<file path="src/rtl/mini_rmt_rd_ctrl.sv">
// Core-side controller for non-local loads/stores: issues one fabric transaction at a time,
// stalls the core while it is outstanding and returns read data (or a timeout word) to the core.
package mini_rmt_pkg;

    typedef enum logic [2:0] {
        NULL_CARDINAL = 3'd0,
        NORTH         = 3'd1,
        EAST          = 3'd2,
        SOUTH         = 3'd3,
        WEST          = 3'd4
    } t_cardinal;

    typedef enum logic [1:0] {
        RD     = 2'd0,
        WR     = 2'd1,
        RD_RSP = 2'd2,
        WR_RSP = 2'd3
    } t_opcode;

    typedef struct packed {
        t_cardinal   next_tile_fifo_arb_id;
        t_opcode     opcode;
        logic [7:0]  requestor_id;
        logic [31:0] address;
        logic [31:0] data;
    } t_tile_trans;

endpackage

module mini_rmt_rd_ctrl
    import mini_rmt_pkg::*;
#(
    parameter int          TMO_CYCLES = 1024,
    parameter int          TMO_CNT_W  = 11,
    parameter logic [31:0] TMO_DATA   = 32'hDEAD_BEEF
) (
    input  logic        Clock,
    input  logic        Rst,
    input  logic [7:0]  local_tile_id,
    input  logic [31:0] DMemAddressQ103H,
    input  logic [31:0] DMemWrDataQ103H,
    input  logic        DMemWrEnQ103H,
    input  logic        DMemRdEnQ103H,
    output logic        CoreStallQ103H,
    output logic        RmtRdRspValid,
    output logic [31:0] RmtRdRspData,
    output logic        C2fReqValid,
    output t_tile_trans C2fReq,
    input  logic        C2fReqReady,
    input  logic        InFabricValidQ503H,
    input  t_tile_trans InFabricQ503H,
    output logic        RspDropPulse,
    output logic        RdTmoErr
);

    typedef enum logic [1:0] {
        S_IDLE = 2'd0,
        S_REQ  = 2'd1,
        S_WAIT = 2'd2,
        S_RSP  = 2'd3
    } state_e;

    localparam logic [TMO_CNT_W-1:0] TMO_LAST = TMO_CNT_W'(TMO_CYCLES - 1);

    state_e                 state_q, state_d;
    t_tile_trans            req_q, req_d;
    logic [TMO_CNT_W-1:0]   cnt_q, cnt_d;
    logic                   rsp_valid_q, rsp_valid_d;
    logic [31:0]            rsp_data_q, rsp_data_d;
    logic                   tmo_err_q, tmo_err_d;

    logic [7:0] acc_tile;
    logic       rmt_hit;
    logic       fab_is_rd_rsp;
    logic       rsp_match;
    logic       core_stall;
    logic       drop_pulse;

    assign acc_tile = DMemAddressQ103H[31:24];
    assign rmt_hit  = (DMemWrEnQ103H || DMemRdEnQ103H)
                      && (acc_tile != local_tile_id) && (acc_tile != 8'h00);

    // A response is ours only if it targets this tile at the pending offset and
    // names the tile we sent the read to as its requestor.
    assign fab_is_rd_rsp = InFabricValidQ503H && (InFabricQ503H.opcode == RD_RSP);
    assign rsp_match     = fab_is_rd_rsp
                           && (InFabricQ503H.address[31:24] == local_tile_id)
                           && (InFabricQ503H.address[23:0] == req_q.address[23:0])
                           && (InFabricQ503H.requestor_id == req_q.address[31:24]);

    always_comb begin
        // NOTE: every signal gets a default first so no path through the case leaves it unassigned (no latches).
        state_d     = state_q;
        req_d       = req_q;
        cnt_d       = cnt_q;
        rsp_valid_d = 1'b0;
        rsp_data_d  = rsp_data_q;
        tmo_err_d   = tmo_err_q;
        core_stall  = 1'b0;
        drop_pulse  = 1'b0;

        case (state_q)
            S_IDLE: begin
                if (rmt_hit) begin
                    core_stall                  = 1'b1;
                    req_d.next_tile_fifo_arb_id = NULL_CARDINAL;
                    req_d.opcode                = DMemWrEnQ103H ? WR : RD;
                    req_d.requestor_id          = local_tile_id;
                    req_d.address               = DMemAddressQ103H;
                    req_d.data                  = DMemWrDataQ103H;
                    state_d                     = S_REQ;
                end
            end
            S_REQ: begin
                core_stall = 1'b1;
                if (C2fReqReady) begin
                    if (req_q.opcode == WR) begin
                        state_d = S_IDLE;
                    end else begin
                        state_d = S_WAIT;
                        cnt_d   = '0;
                    end
                end
            end
            S_WAIT: begin
                core_stall = 1'b1;
                drop_pulse = fab_is_rd_rsp && !rsp_match;
                if (rsp_match) begin
                    rsp_data_d  = InFabricQ503H.data;
                    rsp_valid_d = 1'b1;
                    state_d     = S_RSP;
                end else if (cnt_q == TMO_LAST) begin
                    rsp_data_d  = TMO_DATA;
                    rsp_valid_d = 1'b1;
                    tmo_err_d   = 1'b1;
                    state_d     = S_RSP;
                end else begin
                    cnt_d = cnt_q + TMO_CNT_W'(1);
                end
            end
            S_RSP: begin
                state_d = S_IDLE;
            end
            default: begin
                state_d = S_IDLE;
            end
        endcase
    end

    always_ff @(posedge Clock) begin
        // NOTE: flops use non-blocking assignment so every register samples pre-edge values.
        if (Rst) begin
            state_q     <= S_IDLE;
            req_q       <= '0;
            cnt_q       <= '0;
            rsp_valid_q <= 1'b0;
            rsp_data_q  <= '0;
            tmo_err_q   <= 1'b0;
        end else begin
            state_q     <= state_d;
            req_q       <= req_d;
            cnt_q       <= cnt_d;
            rsp_valid_q <= rsp_valid_d;
            rsp_data_q  <= rsp_data_d;
            tmo_err_q   <= tmo_err_d;
        end
    end

    assign CoreStallQ103H = core_stall;
    assign RmtRdRspValid  = rsp_valid_q;
    assign RmtRdRspData   = rsp_data_q;
    assign C2fReqValid    = (state_q == S_REQ);
    assign C2fReq         = req_q;
    assign RspDropPulse   = drop_pulse;
    assign RdTmoErr       = tmo_err_q;

    // While busy the only access the core may present is the one already captured (held by the stall).
    a_no_new_access_busy : assert property (@(posedge Clock) disable iff (Rst)
        ((state_q == S_REQ || state_q == S_WAIT) && (DMemWrEnQ103H || DMemRdEnQ103H))
        |-> (DMemAddressQ103H == req_q.address));

endmodule

</file>
<file path="config.mk">
export PLATFORM = sky130hd
export DESIGN_NAME = mini_rmt_rd_ctrl
export DESIGN_NICKNAME = d
export VERILOG_FILES = /design/src/rtl/mini_rmt_rd_ctrl.sv
export SDC_FILE = /design/constraint.sdc
export NUM_CORES = 1
export LEC_CHECK = 0
export ABC_AREA = 1
export BUFFER_PORTS_ARGS = -buffer_cell sky130_fd_sc_hd__buf_2
export CORE_UTILIZATION = 51
export DETAILED_ROUTE_END_ITERATION = 6
export HOLD_SLACK_MARGIN = 0.15
export MAX_ROUTING_LAYER = met4
export PLACE_DENSITY = 0.87
export SYNTH_ARGS = -nofsm -noshare
export SYNTH_HDL_FRONTEND = slang
export SYNTH_SLANG_ARGS = --single-unit
</file>
<file path="constraint.sdc">
create_clock -name Clock -period 5.4 [get_ports Clock]
set_clock_uncertainty 0.1 [all_clocks]
set_input_delay 0.27 -clock Clock [delete_from_list [all_inputs] [get_ports Clock]]
set_output_delay 0.27 -clock Clock [all_outputs]
set_load 0.05 [all_outputs]
</file>
==> results of run 1 <==
## critical path: cells and delay by family
kind	cells	cell delay, ps
buffers and inverters	5	1720
AO/OA/AOI/OAI	2	360
AND/OR/NAND/NOR	2	240
## metal layers
metal | wire length [µm] | track usage
met1 | 7799 | 0.4017
met3 | 2138 | 0.1168
met2 | 10340 | 0.6447
met4 | 894 | 0.1830
met5 | 0 | -
## cell usage after synthesis (all sizes together)
library cell and count:
clkbuf 23, a21oi 120, nand3 38, ha 6
and3 1, nand4 6, nor2 84, nand2 244
conb 1, or2 6, inv 71, and2 1
xor2 12, o22a 1, buf 20, o21a 1
nor3 1, clkinv 1, o21ai 55, xnor2 19
dfxtp 120, nand3b 1
## worst paths after layout
check	to	slack, ps	depth (start not counted)
min	state_q[0]$_SDFFE_PP0P_	180	5
max	CoreStallQ103H	2440	9
min reg2reg	cnt_q[10]$_SDFFE_PP0P_	360	2
max reg2reg	RmtRdRspData[6]$_SDFFE_PP0P_	2730	6
## kinds of logic (layout without fill, tap and decap cells)
kind of cell	after synthesis	count (layout)	synth area share
compound gates	177	177	0.1564
xor+xnor	31	31	0.04760
fa+ha+maj	6	6	0.01316
buf+inv	115	472	0.08357
flops	120	120	0.4211
other cells	1	5	0.0006574
simple gates	382	382	0.2775
## cell type report
type | instances | area [µm²]
Antenna cell | 1 | 2.502
Multi-Input combinational cell | 600 | 2849
Timing Repair Buffer | 370 | 2387
Fill cell | 698 | 2231
Tap cell | 140 | 175.2
Inverter | 72 | 270.3
Clock inverter | 7 | 93.84
Clock buffer | 23 | 476.7
Sequential cell | 120 | 2402
## power groups by stage
stage | sequential [mW] | clock, mW | combinational [mW]
6_report | 1.20 | 1.10 | 1.74
5_1_grt | 1.21 | 1.15 | 1.87
4_1_cts | 1.18 | 1.10 | 1.69
3_5_place_dp | 1.20 | 0 | 1.63
3_3_place_gp | 1.19 | 0 | 1.61
2_1_floorplan | 1.73 | 0 | 0.702
## sequential cells by signal, indices dropped and copies added (netlist names), named ones only
signal	cells
RmtRdRspValid	1
C2fReq	73
RmtRdRspData	32
state_q	1
cnt_q	11
RdTmoErr	1
==> results.yml, run 1 <==
clocking:
  post_cts_resized: 0
  cts_buffers: 17
  cts_setup_buffers: 0
  clk_latency_ps: 520
  path_clk_slew_ps: 50
  cts.htree.levels: 4
  cts.sinks: 120
  cts-root-buf: "clkbuf_8"
  cts_tree: "built"
  clock_path_buffers: 2
  postCtsHoldBufs: 105
sta:
  rsz0062_at_grt: "false"
  setup_slack_ps: 2435
  period_share: 0.5491
  holdWs_ps: 176.1
  fin_crit_ps: 2965
  max-slew-margin-rel: 0.2833
  drv_slew: 0
  setup_viol: 0
  fin_setup_tns_ps: 0
  max_freq_ghz: 0.3373
  max_slew.worst_pin.slew_ps: 1075
  hold_violations: 0
worst_setup_path:
  end_kind: "output pin"
  cp_slowest_cell: "buf_4"
  path_max_fanout: 87
  path_common_cell: "buf_2"
  startpoint_type: "primary input"
  critPathRequiredTime_ps: 5030
  cp-startpoint: "DMemAddressQ103H[31]"
  critical_path_arrival_ps: 2590
  r2r_start: "state_q[0]$_SDFFE_PP0P_"
  crit_path_cell_trace: "dlygate4sd3_1 -> buf_2 -> inv_1 -> nand3_1 -> o22a_1 -> nand3_4 -> buf_4 -> a21oi_1 -> buf_2"
  path_class: "in -> out"
  critical-path-max-stage-delay_ps: 680
power_and_ir_drop:
  power_mw: 4.033
  ir_drop_v: 0.0003600
  leakage_nw: 4.200
  power_density_mw_per_mm2: 465.9
  p_switching_mw: 1.824
  cell_internal_pwr_mw: 2.209
  swShare: 0.4523
  power_frac_clock: 0.273
  power_frac_seq: 0.296
  comb_power_share: 0.431
drt:
  antenna_left: 0
  drcViolationCount: 0
  first_pass_iters: 7
  drt_iter0_drc: 690
  dr_total_vias: 7106
  viasPerCell: 5.331
  wire_per_inst_um: 15.88
  drt_wl_total_mm: 21.17
final_layout:
  area_delta_synth_final_pct: 51.77
  layout_common_cells: "261 x buf_2, 240 x nand2_1, 120 x dfxtp_1, 120 x a21oi_1, 105 x dlygate4sd3_1"
  drive_gt1_frac: 0.2617
  fin_util: 0.7951
  stdcell_count: 1333
  final_common_cell: "buf_2"
  stdcell_area_mm2: 0.008657
  fin_nets: 1342
flow_run:
  cap_violations: 0
global_routing:
  track_usage: 0.3799
  antenna_found_initial: 1
  grt.overflow.total: 0
  grt_pass1_wl_mm: 33.06
  first_global_vias: 6916
  grt_max_degree: 88
placed_design:
  place_area_mm2: 0.007033
  gp_congestion: 0.9088
  dpl.hpwl_mm: 12.10
  io_buffers: 261
  place_inst: 1197
  dp_slack_ps: 2890
die:
  die_x_um: 107.8
  row_count: 38
  io_pins: 269
  initial_core_util: 0.5239
  core_mm2: 0.01089
  die_area_mm2: 0.01161
  die_h_um: 107.8
synth:
  synth_cells: 832
  yosysTopAreaCellShare: 0.4211
  synth.ff_latch_count: 120
  seq_area_frac_synth: 0.4211
  synthesis.area_mm2: 0.005704
  synthTopCellsByArea: "dfxtp_1 42%, nand2_1 16%, a21oi_1 11%"
  yosys_warnings: 0
  synth.distinct_cells: 36
  syn-mean-instance-area_um2: 6.856
  synth.largest_area_cell: "dfxtp_1"
status:
  outcome: "finished clean"
worst_hold_path:
  worstHoldStart: "C2fReqReady"
  min_path_type: "in -> reg"
No activity file was read; power rests on OpenSTA's default activity.
==> inputs of run 2 (changes only) <==
--- a/config.mk
+++ b/config.mk
@@ -7,11 +7,11 @@
 export LEC_CHECK = 0
 export ABC_AREA = 1
 export BUFFER_PORTS_ARGS = -buffer_cell sky130_fd_sc_hd__buf_2
-export CORE_UTILIZATION = 51
+export CORE_UTILIZATION = 42
 export DETAILED_ROUTE_END_ITERATION = 6
 export HOLD_SLACK_MARGIN = 0.15
 export MAX_ROUTING_LAYER = met4
-export PLACE_DENSITY = 0.87
+export PLACE_DENSITY = 0.76
 export SYNTH_ARGS = -nofsm -noshare
 export SYNTH_HDL_FRONTEND = slang
 export SYNTH_SLANG_ARGS = --single-unit
==> constraint.sdc (replaced) <==
create_clock -name Clock -period 2.7 [get_ports Clock]
set_clock_uncertainty 0.1 [all_clocks]
set_input_delay 0.135 -clock Clock [delete_from_list [all_inputs] [get_ports Clock]]
set_output_delay 0.135 -clock Clock [all_outputs]
set_load 0.05 [all_outputs]
==> results.yml, run 2 (same netlist as run 1, synthesis figures left out) <==
status:
  outcome: "finished clean"
sta:
  max_slew.worst_pin.slew_ps: 719.9
  rsz0062_at_grt: "false"
  period_share: 0.8687
  fin_setup_tns_ps: 0
  fin_crit_ps: 2346
  hold_violations: 0
  max-slew-margin-rel: 0.5201
  setup_viol: 0
  max_freq_ghz: 0.4263
  drv_slew: 0
clocking:
  cts.sinks: 120
  cts.htree.levels: 4
  cts_tree: "built"
  path_clk_slew_ps: 50
  clock_path_buffers: 2
  post_cts_resized: 0
  postCtsHoldBufs: 107
  clk_latency_ps: 410
  cts_setup_buffers: 0
  cts_buffers: 17
  cts-root-buf: "clkbuf_16"
placed_design:
  place_inst: 1239
  gp_congestion: 0.8562
  io_buffers: 261
  dpl.hpwl_mm: 12.01
worst_hold_path:
  hold_path_depth: 6
  min_path_type: "in -> reg"
  worstHoldStart: "DMemRdEnQ103H"
  min_delay_worst_endpoint: "state_q[0]$_SDFFE_PP0P_"
worst_setup_path:
  startpoint_type: "primary input"
  cp_slowest_cell: "dlygate4sd3_1"
  path_max_fanout: 87
  end_kind: "output pin"
  crit_path_cell_trace: "dlygate4sd3_1 -> buf_2 -> or2_1 -> nand4_1 -> nor2_1 -> nand2_1 -> nand3_4 -> buf_12 -> a21oi_1 -> buf_2"
  path_buf_inv: 4
  critical_path_arrival_ps: 2110
  critical-path-max-stage-delay_ps: 550
  cp_top_family: "buffers and inverters"
  path_class: "in -> out"
  reg2reg_slack_ps: 570
  r2r_cells: 12
  path_common_cell: "buf_2"
  r2r_end: "cnt_q[1]$_SDFFE_PP0P_"
  r2r_start: "C2fReq[60]$_SDFFE_PP0P_"
  critPathRequiredTime_ps: 2470
global_routing:
  grt_pass1_wl_mm: 31.32
  antenna_found_initial: 1
  first_global_vias: 6575
  track_usage: 0.2893
  grt_max_degree: 88
  grt.overflow.total: 0
die:
  core_mm2: 0.01324
  initial_core_util: 0.4307
  die_x_um: 118.5
  row_count: 42
  io_pins: 269
  die_h_um: 118.5
  die_area_mm2: 0.01405
drt:
  drt_wl_total_mm: 19.70
  wire_per_inst_um: 14.30
  first_pass_iters: 6
  drcViolationCount: 0
  dr_total_vias: 6779
  antenna_left: 0
  viasPerCell: 4.919
  drt_iter0_drc: 470
final_layout:
  stdcell_count: 1378
  drive_gt1_frac: 0.2656
  fin_nets: 1350
  area_delta_synth_final_pct: 54.42
  layout_common_cells: "261 x buf_2, 240 x nand2_1, 120 x dfxtp_1, 120 x a21oi_1, 107 x dlygate4sd3_1"
  final_common_cell: "buf_2"
  largest_reg_flops: 73
power_and_ir_drop:
  power_density_mw_per_mm2: 925.1
  leakage_nw: 4.250
  ir_drop_v: 0.0006326
flow_run:
  cap_violations: 0
==> run 2: routing by layer <==
layer | share of wire | vias up | track usage | routed length (µm)
li1 | - | 3348 | - | -
met1 | 0.41 | 3088 | 0.3221 | 8166
met2 | 0.49 | 300 | 0.4938 | 9709
met3 | 0.070 | 43 | 0.07625 | 1377
met4 | 0.023 | 0 | 0.1100 | 450
met5 | 0 | - | - | 0
==> run 2: per-stage QoR <==
step | setup slack, ps | instance area [µm²] | power, mW | hold WS, ps | utilization
2_1_floorplan | 394.8 | 5715 | 4.865 | 174.6 | -
6_report | 354.4 | 8808 | 8.148 | 351.7 | 0.6652
3_5_place_dp | 576.6 | 7148 | 5.741 | 290.7 | 0.5398
4_1_cts | 328.7 | 8806 | 8.132 | 338.0 | 0.6650
3_3_place_gp | 603.5 | 7148 | 5.705 | 283.2 | 0.5398
5_1_grt | 177.2 | 8808 | 8.585 | 368.8 | 0.6652
==> run 2: layout make-up <==
type / instances / area (µm²)
Clock buffer: 19 / 432.9
Clock inverter: 12 / 153.9
Fill cell: 1092 / 4434
Sequential cell: 120 / 2402
Inverter: 72 / 270.3
Timing Repair Buffer: 378 / 2477
Tap cell: 176 / 220.2
Antenna cell: 1 / 2.502
Multi-Input combinational cell: 600 / 2849
==> run 2: worst max path at each step <==
stage                                 start                     to  slack (ps)  depth (start not counted)
floorplan           C2fReq[51]$_SDFFE_PP0P_           RspDropPulse         390                          9
global placement    C2fReq[46]$_SDFFE_PP0P_  cnt_q[1]$_SDFFE_PP0P_         600                         12
detailed placement  C2fReq[46]$_SDFFE_PP0P_  cnt_q[1]$_SDFFE_PP0P_         580                         12
CTS                        local_tile_id[2]         CoreStallQ103H         330                         10
global route               local_tile_id[2]         CoreStallQ103H         180                         10
finish                     local_tile_id[2]         CoreStallQ103H         350                         10
==> run 2: worst reg2reg max path, cell delays in order, from the launching register on <==
cell and delay [ps]:
dfxtp_1 320, xnor2_1 350, nand2_1 100, nor2_1 130
nand3_1 70, nor2_1 130, nand2_2 130, nand2_4 100
nand2_4 150, nand2_2 230, nand2_1 70, nand2_1 60
nor2_1 30
==> run 2: power by group <==
part,switching (mW),leakage [nW],internal (mW)
Combinational,2.55,2.99,0.964
Clock,0.819,0.279,1.44
Sequential,0.246,0.982,2.12
Total,3.62,4.25,4.53
==> inputs of run 3 (changes only) <==
--- a/config.mk
+++ b/config.mk
@@ -7,11 +7,12 @@
 export LEC_CHECK = 0
 export ABC_AREA = 1
 export BUFFER_PORTS_ARGS = -buffer_cell sky130_fd_sc_hd__buf_2
-export CORE_UTILIZATION = 42
+export CORE_UTILIZATION = 47
 export DETAILED_ROUTE_END_ITERATION = 6
 export HOLD_SLACK_MARGIN = 0.15
 export MAX_ROUTING_LAYER = met4
-export PLACE_DENSITY = 0.76
+export PLACE_DENSITY = 0.81
+export REMOVE_ABC_BUFFERS = 1
 export SYNTH_ARGS = -nofsm -noshare
 export SYNTH_HDL_FRONTEND = slang
 export SYNTH_SLANG_ARGS = --single-unit
==> constraint.sdc (replaced) <==
create_clock -name Clock -period 2.4 [get_ports Clock]
set_clock_uncertainty 0.1 [all_clocks]
set_input_delay 0.12 -clock Clock [delete_from_list [all_inputs] [get_ports Clock]]
set_output_delay 0.12 -clock Clock [all_outputs]
set_load 0.05 [all_outputs]
==> results.yml, run 3 (same netlist as run 1, synthesis figures left out) <==
placed_design:
  dp_slack_ps: 305.3
  gp_congestion: 0.8833
  io_buffers: 261
  place_inst: 1205
  place_area_mm2: 0.007112
  dpl.hpwl_mm: 12.57
power_and_ir_drop:
  ir_drop_v: 0.0006902
  leakage_nw: 4.263
  power_mw: 9.267
  power_density_mw_per_mm2: 1053
sta:
  drv_slew: 0
  max-slew-margin-rel: 0.4933
  max_freq_ghz: 0.4453
  rsz0062_at_grt: "false"
  setup_viol: 0
  setup_slack_ps: 154.4
  fin_crit_ps: 2246
  fin_setup_tns_ps: 0
  hold_violations: 0
  holdWs_ps: 251.2
  max_slew.worst_pin.slew_ps: 755.4
  period_share: 0.9357
final_layout:
  regArea_mm2: 0.002402
  final_common_cell: "buf_2"
  fin_nets: 1352
  multiInputGateArea_mm2: 0.002875
  largest_reg_flops: 73
  drive_gt1_frac: 0.2708
  stdcell_count: 1348
  fin_util: 0.7580
  stdcell_area_mm2: 0.008803
  num-fill-cells: 838
  layout_common_cells: "259 x buf_2, 240 x nand2_1, 120 x dfxtp_1, 119 x a21oi_1, 106 x dlygate4sd3_1"
  area_delta_synth_final_pct: 54.33
worst_hold_path:
  min_path_type: "in -> reg"
clocking:
  clk_latency_ps: 420
  cts_buffers: 17
  clock_path_buffers: 2
  cts.htree.levels: 4
  cts.sinks: 120
  cts_tree: "built"
  path_clk_slew_ps: 50
  cts-root-buf: "clkbuf_16"
die:
  initial_core_util: 0.4912
  core_mm2: 0.01161
  io_pins: 269
  row_count: 39
  die_area_mm2: 0.01258
  die_x_um: 112.2
  die_h_um: 112.2
flow_run:
  cap_violations: 0
worst_setup_path:
  critPathRequiredTime_ps: 2180
  critical_path_arrival_ps: 2030
  path_class: "reg -> out"
  end_kind: "output pin"
  path_max_fanout: 5
  startpoint_type: "flop"
global_routing:
  track_usage: 0.3544
  grt.overflow.total: 0
  grt_pass1_wl_mm: 33.64
  first_global_vias: 6913
  antenna_found_initial: 1
  grt_max_degree: 69
status:
  outcome: "complete, but fails checks"
  violations: "DRC"
drt:
  antenna_left: 0
  first_pass_iters: 7
  drt_iter0_drc: 502
  dr_total_vias: 7007
  drcViolationCount: 14
  wire_per_inst_um: 15.99
  drt_wl_total_mm: 21.55
  viasPerCell: 5.198
-- run 3: worst paths after layout --
path / start / cells past startpoint / end / slack (ps)
setup / recovery: C2fReq[32]$_SDFFE_PP0P_ / 9 / RspDropPulse / 150
hold / removal: Rst / 3 / RmtRdRspValid$_SDFF_PP0_ / 250
setup reg to reg: cnt_q[0]$_SDFFE_PP0P_ / 12 / cnt_q[1]$_SDFFE_PP0P_ / 260
hold reg to reg: cnt_q[10]$_SDFFE_PP0P_ / 2 / cnt_q[10]$_SDFFE_PP0P_ / 360
-- run 3: report_power, final --
group          switching (mW)  internal, mW
Clock                   0.960          1.55
Sequential              0.286          2.39
Combinational            2.96          1.12
Total                    4.20          5.07
-- run 3: per-layer routing --
layer / GRT usage / vias to the layer above / wire length (µm)
li1: - / 3364 / -
met1: 0.3535 / 3158 / 8018
met2: 0.6149 / 373 / 10710
met3: 0.1053 / 112 / 1764
met4: 0.2080 / 0 / 1059
met5: - / - / 0
-- run 3: area by class of cell --
cell class                      instances  share of cell area
Timing Repair Buffer                  379              0.2840
Sequential cell                       120              0.2729
Clock buffer                           21             0.05117
Inverter                               72             0.03070
Tap cell                              143             0.02032
Multi-Input combinational cell        601              0.3266
Clock inverter                         11             0.01407
Antenna cell                            1           0.0002843
-- run 3: critical path, cell delays in order, from the launching register on --
cell	delay (ps)
dfxtp_1	420
xor2_2	200
nor2_1	90
and2_0	160
nand2_1	70
nor2_1	50
nand2_2	140
nand2_1	100
nor2_1	130
clkbuf_4	250
-- run 3: what timing repair did --
action                                  in CTS  in global routing
endpoints found under the setup margin       0                  2
gates resized for setup                      0                  6
endpoints found under the hold margin      106                  0
hold buffers                               106                  0
setup buffers                                0                  3
